<file path="src/rtl/instr_fetch_if.sv">
// Fetch-stage bus: instruction-memory request/response channel plus the
// (pc, instr) channel toward decode.
interface instr_fetch_if #(
   parameter int WIDTH = 32
);
   // A transfer happens on a rising edge where valid && ready. A valid source
   // never waits for ready before asserting valid. The memory response has
   // no ready: it is always accepted.
   logic             imem_req_valid;
   logic             imem_req_ready;
   logic [WIDTH-1:0] imem_req_addr;
   logic             imem_rsp_valid;
   logic [WIDTH-1:0] imem_rsp_data;
   logic             if_valid;
   logic             if_ready;
   logic [WIDTH-1:0] if_pc;
   logic [WIDTH-1:0] if_instr;

   modport master (
      output imem_req_valid, imem_req_addr, if_valid, if_pc, if_instr,
      input  imem_req_ready, imem_rsp_valid, imem_rsp_data, if_ready
   );

   modport slave (
      input  imem_req_valid, imem_req_addr, if_valid, if_pc, if_instr,
      output imem_req_ready, imem_rsp_valid, imem_rsp_data, if_ready
   );
endinterface

</file>
<file path="src/rtl/instr_fetch.sv">
// Instruction fetch: PC, in-order memory requests, 2-entry (pc, instr) buffer
// toward decode, and redirect flush with discard of in-flight responses.
module instr_fetch #(
   parameter int               WIDTH    = 32,
   parameter logic [WIDTH-1:0] RESET_PC = '0
) (
   input  logic             clk,
   input  logic             reset,
   input  logic             redirect,
   input  logic [WIDTH-1:0] redirect_pc,
   instr_fetch_if.master    bus
);
   logic [WIDTH-1:0] pc;
   logic             run;
   logic [1:0]       outstanding;
   logic [1:0]       drop;
   logic [WIDTH-1:0] aq [2];
   logic [1:0]       aq_cnt;
   logic [WIDTH-1:0] fq_pc [2];
   logic [WIDTH-1:0] fq_instr [2];
   logic             rd_ptr;
   logic             wr_ptr;
   logic [1:0]       fq_cnt;

   logic       pop;
   logic [2:0] used;
   logic       req_valid;
   logic       fire;
   logic       rsp;
   logic       keep;
   logic       discard;

   // Credits count both in-flight requests and buffered entries, so a
   // response always finds a free FIFO slot. run holds requests off until
   // the first edge after reset and drops them asynchronously on reset.
   assign pop       = (fq_cnt != 2'd0) && bus.if_ready;
   assign used      = {1'b0, outstanding} + {1'b0, fq_cnt} - {2'b00, pop};
   assign req_valid = run && !redirect && (used < 3'd2);
   assign fire      = req_valid && bus.imem_req_ready;
   assign rsp       = bus.imem_rsp_valid;
   assign keep      = rsp && (drop == 2'd0);
   assign discard   = rsp && (drop != 2'd0);

   assign bus.imem_req_valid = req_valid;
   assign bus.imem_req_addr  = pc;
   assign bus.if_valid       = (fq_cnt != 2'd0);
   assign bus.if_pc          = fq_pc[rd_ptr];
   assign bus.if_instr       = fq_instr[rd_ptr];

   always_ff @(posedge clk or posedge reset) begin
      if (reset) begin
         pc          <= RESET_PC;
         run         <= 1'b0;
         outstanding <= 2'd0;
         drop        <= 2'd0;
         aq[0]       <= '0;
         aq[1]       <= '0;
         aq_cnt      <= 2'd0;
         fq_pc[0]    <= '0;
         fq_pc[1]    <= '0;
         fq_instr[0] <= '0;
         fq_instr[1] <= '0;
         rd_ptr      <= 1'b0;
         wr_ptr      <= 1'b0;
         fq_cnt      <= 2'd0;
      end else begin
         run <= 1'b1;
         if (redirect) begin
            // Everything still outstanding after this edge belongs to the old path.
            pc          <= redirect_pc;
            outstanding <= outstanding - 2'(rsp);
            drop        <= outstanding - 2'(rsp);
            aq_cnt      <= 2'd0;
            fq_cnt      <= 2'd0;
            rd_ptr      <= 1'b0;
            wr_ptr      <= 1'b0;
         end else begin
            if (fire) pc <= pc + WIDTH'(4);
            outstanding <= outstanding + 2'(fire) - 2'(rsp);
            if (discard) drop <= drop - 2'd1;

            if (keep && fire) begin
               if (aq_cnt == 2'd1) begin
                  aq[0] <= pc;
               end else begin
                  aq[0] <= aq[1];
                  aq[1] <= pc;
               end
            end else if (keep) begin
               aq[0] <= aq[1];
            end else if (fire) begin
               aq[aq_cnt[0]] <= pc;
            end
            aq_cnt <= aq_cnt + 2'(fire) - 2'(keep);

            if (keep) begin
               fq_pc[wr_ptr]    <= aq[0];
               fq_instr[wr_ptr] <= bus.imem_rsp_data;
               wr_ptr           <= ~wr_ptr;
            end
            if (pop) rd_ptr <= ~rd_ptr;
            fq_cnt <= fq_cnt + 2'(keep) - 2'(pop);
         end
      end
   end
endmodule
</file>
<file path="src/flat_wrapper.sv">
// flat-port wrapper written by rule: the top's interface ports become plain ports
module instr_fetch_flat 
#(
   parameter int               WIDTH    = 32,
   parameter logic [WIDTH-1:0] RESET_PC = '0
)
  (clk, reset, redirect, redirect_pc, bus_imem_req_valid, bus_imem_req_addr, bus_if_valid, bus_if_pc, bus_if_instr, bus_imem_req_ready, bus_imem_rsp_valid, bus_imem_rsp_data, bus_if_ready);
  instr_fetch_if #(.WIDTH(WIDTH)) bus_i ();
  input  logic clk;
  input  logic reset;
  input  logic redirect;
  input  logic [WIDTH-1:0] redirect_pc;
  output wire logic [$bits(bus_i.imem_req_valid)-1:0] bus_imem_req_valid;
  output wire logic [$bits(bus_i.imem_req_addr)-1:0] bus_imem_req_addr;
  output wire logic [$bits(bus_i.if_valid)-1:0] bus_if_valid;
  output wire logic [$bits(bus_i.if_pc)-1:0] bus_if_pc;
  output wire logic [$bits(bus_i.if_instr)-1:0] bus_if_instr;
  input wire logic [$bits(bus_i.imem_req_ready)-1:0] bus_imem_req_ready;
  input wire logic [$bits(bus_i.imem_rsp_valid)-1:0] bus_imem_rsp_valid;
  input wire logic [$bits(bus_i.imem_rsp_data)-1:0] bus_imem_rsp_data;
  input wire logic [$bits(bus_i.if_ready)-1:0] bus_if_ready;
  assign bus_imem_req_valid = bus_i.imem_req_valid;
  assign bus_imem_req_addr = bus_i.imem_req_addr;
  assign bus_if_valid = bus_i.if_valid;
  assign bus_if_pc = bus_i.if_pc;
  assign bus_if_instr = bus_i.if_instr;
  assign bus_i.imem_req_ready = bus_imem_req_ready;
  assign bus_i.imem_rsp_valid = bus_imem_rsp_valid;
  assign bus_i.imem_rsp_data = bus_imem_rsp_data;
  assign bus_i.if_ready = bus_if_ready;
  instr_fetch #(.WIDTH(WIDTH), .RESET_PC(RESET_PC)) u_core (.clk(clk), .reset(reset), .redirect(redirect), .redirect_pc(redirect_pc), .bus(bus_i));
endmodule
</file>
<file path="config.mk">
export PLATFORM = sky130hd
export DESIGN_NAME = instr_fetch_flat
export DESIGN_NICKNAME = d
export VERILOG_FILES = /design/src/rtl/instr_fetch_if.sv /design/src/rtl/instr_fetch.sv /design/src/flat_wrapper.sv
export SDC_FILE = /design/constraint.sdc
export NUM_CORES = 1
export LEC_CHECK = 0
export CAP_MARGIN = 10
export CORE_ASPECT_RATIO = 1.2
export CORE_UTILIZATION = 54
export DETAILED_ROUTE_END_ITERATION = 12
export PLACE_DENSITY_LB_ADDON = 0.15
export SYNTH_ARGS = -nofsm -noshare
export SYNTH_HDL_FRONTEND = slang
export SYNTH_SLANG_ARGS = --single-unit
</file>
<file path="constraint.sdc">
create_clock -name clk -period 8.1 [get_ports clk]
set_clock_uncertainty 0.1 [all_clocks]
set_input_delay 0.81 -clock clk [delete_from_list [all_inputs] [get_ports clk]]
set_output_delay 0.81 -clock clk [all_outputs]
set_load 0.03 [all_outputs]
</file>
Yosys cells after proc, flatten, opt, wreduce, memory -nomap -nowiden

Cells that the tools add are included.

Add/subtract/negate cells: 11
Magnitude comparators: 6
Equality and inequality tests: 3
Mux-type cells: 30
Bitwise operators: 6
Reduce and logical (&&, ||, !) cells: 22

Operators by type and width:

| operator                                                                     | count |
|---|---|
| 32-bit two-way mux                                                           | 14 |
| 64-bit bitwise mux                                                           | 3 |
| 64-bit two-way mux                                                           | 2 |
| 32-bit demux with 1-bit select                                               | 2 |
| 32-bit by 3-bit adder with 32-bit output, second input constant              | 1 |
| 2-bit nonzero test                                                           | 7 |
| 2-bit two-way mux                                                            | 5 |
| 1-bit logical AND                                                            | 9 |
| 2-bit by 1-bit subtractor with 2-bit output                                  | 4 |
| 2-bit by 1-bit adder with 2-bit output                                       | 3 |
| 2-bit >= comparator, second input constant                                   | 3 |
| 1-bit inverter with 2-bit output                                             | 3 |
| 2-bit by 1-bit less-than comparator with 1-bit output, second input constant | 2 |
| 1-bit two-way mux                                                            | 4 |
| 2-bit != test, second input constant                                         | 2 |
| 2-bit AND reduction                                                          | 2 |
| 4-bit AND reduction                                                          | 1 |
| 2-bit by 2-bit adder with 3-bit output                                       | 1 |
| 3-bit by 2-bit less-than comparator with 1-bit output, second input constant | 1 |
| 1-bit inverter                                                               | 3 |
| 3-bit nonzero test                                                           | 1 |
| 3-bit by 1-bit subtractor with 3-bit output                                  | 1 |
| 2-bit by 1-bit == test with 1-bit output, second input constant              | 1 |
| 2-bit logical NOT                                                            | 1 |
| other kinds (2)                                                              | 2 |

Register bits: 235
Input port bits: 70

Longest topological paths before layout

Depth after elaboration: 9
Depth in mapped cells: 13
Gate-level depth less buffers: 11

Worst setup path before layout

No wires, ideal clock.

Path kind: input-to-output
Start: input bus_if_ready
End: output bus_imem_req_valid
Arrival: 2.331 ns
Data required time: 7.190 ns
Slack: 4.859 ns
Stages on the path: 5
Path buffers: 0
Cell sequence: xor2_1 nand2_1 fa_1 xnor2_2 nor3_1

Word-level cells in the longest chain between the ends: 4

Ends and longest elaborated chain:

| what                                                  | RTL line           | text |
|---|---|---|
| start, declared                                       | flat_wrapper.sv:21 | `input wire logic [$bits(bus_i.if_ready)-1:0] bus_if_ready;` |
| 1-bit logical AND                                     | instr_fetch.sv:36  | `assign pop = (fq_cnt != 2'd0) && bus.if_ready;` |
| 3-bit by 1-bit subtractor with 3-bit output           | instr_fetch.sv:37  | `assign used = {1'b0, outstanding} + {1'b0, fq_cnt} - {2'b00, pop};` |
| 3-bit by 2-bit less-than comparator with 1-bit output | instr_fetch.sv:38  | `assign req_valid = run && !redirect && (used < 3'd2);` |
| 1-bit logical AND                                     | instr_fetch.sv:38  |  |
| end, declared                                         | flat_wrapper.sv:13 | `output wire logic [$bits(bus_i.imem_req_valid)-1:0] bus_imem_req_valid;` |

Every way passes these cells.

Worst setup path in the final report

Same ends and word-level chain as after synthesis.

==> impl_metrics.csv <==
group,metric,value,unit
run_status,status,"finished, final reports clean",
final_layout,fill_cells,1428,
setup_path,critical_path.max_stage_delay,0.71,ns
clocking,cts_buffers,25,
route,dr.pass1.iters,5,
logic_synthesis,netlist.area_leader.share,0.552,
worst_hold_path,hold_path.class,"flop to flop",
final_layout,syn2layout_area_growth,25.1,%
global_routing,grt_use_total,0.231,
setup_path,path_cells,"clkdlybuf4s50_1, xor2_1, nand2_1, fa_1, xnor2_2, nor3_1, clkdlybuf4s50_1",
placed_design,dpl.hpwl,14500,µm
clocking,h-tree-depth,1,
placed_design,place_area,12500,µm²
sta,hold_viol,0,
setup_path,crit_path_start_kind,"input pin",
route,num_vias,6987,
logic_synthesis,synthArstFlopShare,1.00,
route,viasPerCell,5.53,
final_layout,layout.nets,1071,
flow_run,maxCapViolCount,0,
route,drc,0,
logic_synthesis,synth_edf_count,0,
die,fp-row-count,55,
route,dr_wl_met2,11100,µm
die,fp.dieW,130,µm
global_routing,grt_max_degree,101,
clocking,cts_resized,0,
setup_path,cp_max_fo,8,
setup_path,critPathKind,"input pin to output pin",
sta,fin_crit,3.98,ns
setup_path,arrival,3.07,ns
clocking,clkLatencyLatePin,0.51,ns
final_layout,final_common_cell,"dfrtp_1",
setup_path,critPathTopFamily,"buffers and inverters",
logic_synthesis,synth_area,10600,µm²
setup_path,slowest_stage,"clkdlybuf4s50_1",
route,drt_iter0_drc,399,
placed_design,place_congestion,0.930,
final_layout,final_cell_mix,"234 x dfrtp_1, 222 x mux2_2, 166 x clkdlybuf4s50_1",
setup_path,cpMostUsedCell,"clkdlybuf4s50_1",
logic_synthesis,yosysWarningCount,0,
sta,fin_crit_sh,0.492,
final_layout,antennaDiodeCount,0,
die,die-area,20300,µm²
power,p_leak,5.77,nW
logic_synthesis,synthCells,834,
clocking,cts_tree,"built",
global_routing,antenna_found_initial,0,
clocking,clk_pin_slew,0.06,ns
setup_path,required,7.19,ns
route,top_layer,"met4",
route,routed-wl-met3,1360,µm
sta,slew_headroom,0.325,
route,totalWireLength,22700,µm
sta,setup_tns,0,ns
sta,rsz0062_at_grt,"no",
setup_path,cp-end-kind,"output pin",
die,initial_core_util,0.558,
logic_synthesis,synth_cell_types,47,
logic_synthesis,yosysTopAreaCell,"dfrtp_1",
power,power_density,392,nW/µm²
final_layout,drive_gt1_frac,0.284,
clocking,numClockSinks,235,
sta,tightest_slew,1.01,ns
setup_path,path_buf_inv,2,
die,io_pins,168,
clocking,cts_hold_buf,0,
route,wire_per_inst,18.0,µm
clocking,cts_setup_buffers,0,
global_routing,grt_first_pass_wirelength,37000,µm
route,met1_length,10000,µm
die,die_y,156,µm
logic_synthesis,synth_area_leaders,"dfrtp_1 55%, mux2_2 23%, a22oi_1 2.2%, a21oi_1 1.6%, nand2_1 1.6%",
global_routing,grt_pass1_vias,7095,
clocking,cts-root-buf,"clkbuf_16",
logic_synthesis,synth_area_per_cell,12.8,µm²
logic_synthesis,synth_seq_cells,235,
route,ant_nets,0,
logic_synthesis,synth_flop_cell,"dfrtp_1",
global_routing,grt_overflow,0,
placed_design,port_buffers,167,
final_layout,stdcell_area,13300,µm²
clocking,cts_buffer_depth,3,
sta,timing.fmax,251,MHz
die,core_area,19100,µm²
logic_synthesis,syn-num-nets,915,
logic_synthesis,yosysSeqAreaShare,0.552,
sta,setup_viol,0,
power,ir_drop,0.000248,V
sta,final_max_slew_viol_count,0,
[worst paths after layout]
path,startpoint,endpoint,slack [ns],cells after the start
setup / recovery,bus_if_ready,bus_imem_req_valid,4.12,7
hold / removal,u_core.aq[5]$_DFFE_PP0P_,u_core.aq[5]$_DFFE_PP0P_,0.39,1
setup reg to reg,u_core.fq_cnt[1]$_DFF_PP0_,u_core.aq[57]$_DFFE_PP0P_,4.86,10
hold reg to reg,u_core.aq[5]$_DFFE_PP0P_,u_core.aq[5]$_DFFE_PP0P_,0.39,1
max in group asynchronous,reset,u_core.fq_instr[17]$_DFFE_PP0P_,5.65,3
min in group asynchronous,reset,u_core.fq_pc[53]$_DFFE_PP0P_,0.74,2
[per-layer routing]
layer,up-vias,global-route usage
li1,3266,-
met2,220,0.378
met3,28,0.0377
met4,0,0.0554
met1,3473,0.322
met5,-,0
[state kept, by name (all words and copies together), names as in the netlist]
signal	cells
u_core.fq_instr	64
u_core.aq_cnt	2
u_core.wr_ptr	1
u_core.rd_ptr	1
u_core.outstanding	2
u_core.fq_cnt	2
u_core.run	1
u_core.fq_pc	64
u_core.drop	2
u_core.aq	64
u_core.bus.imem_req_addr	32
[where the power goes]
group / total [mW] / internal [mW] / switching, mW
Sequential: 1.93 / 1.64 / 0.284
Combinational: 2.16 / 1.06 / 1.10
Clock: 1.13 / 0.685 / 0.444
Total: 5.22 / 3.39 / 1.83
[metrics by stage]
| step | std cells | hold WS [ns] | utilization | setup WS [ns] | total power, mW |
|---|---|---|---|---|---|
| 2_1_floorplan | 834 | 0.359 | - | 0.744 | 3.38 |
| 3_3_place_gp | 1219 | 0.369 | 0.655 | 4.09 | 4.06 |
| 3_5_place_dp | 1219 | 0.375 | 0.655 | 4.11 | 4.12 |
| 4_1_cts | 1263 | 0.389 | 0.699 | 4.11 | 5.27 |
| 5_1_grt | 1263 | 0.410 | 0.699 | 3.97 | 5.52 |
| 6_report | 1263 | 0.389 | 0.699 | 4.12 | 5.22 |
[cell type report]
class,count,area [µm²],share of cell area
Sequential cell,235,5880,0.442
Clock buffer,35,723,0.0543
Tap cell,256,320,0.0241
Multi-Input combinational cell,533,4480,0.336
Clock inverter,9,101,0.00761
Timing Repair Buffer,176,1730,0.130
Inverter,19,78.8,0.00592
[worst register-to-register path, cell delays in order, from the launching register on]
cell and delay (ns):
dfrtp_1 0.35, inv_1 0.07, ha_1 0.31, fa_1 0.47, xnor2_2 0.35, or2_1 0.42, inv_2 0.20, a22o_1 0.21
buf_4 0.24, a22oi_1 0.27, a21oi_1 0.10
[logic make-up after synthesis]
kind of cell,Yosys count,share of synthesized area
xor+xnor,36,0.0303
other cells,1,0.000352
buf+inv,66,0.0294
simple gates,154,0.0702
compound gates,99,0.0584
fa+ha+maj,11,0.0136
flops,235,0.552
mux,232,0.245
[Yosys cell counts, types with 2 or more instances]
library cell and number:
o211ai_1 2, mux2i_1 2, mux2_2 222, buf_6 4
mux2_1 8, a22oi_1 31, nor4_2 2, and3_1 5
xor2_1 19, buf_4 3, nor2b_1 3, buf_2 18
and2_1 2, a21oi_1 35, nand2_1 46, inv_1 18
xnor2_1 16, nor3_1 5, nand4_1 16, nor4b_1 2
nor2_1 46, o21ai_0 23, dfrtp_1 235, clkbuf_1 21
nor4_1 2, nand3_1 18, ha_1 10
No activity file was read; power rests on OpenSTA's default activity.
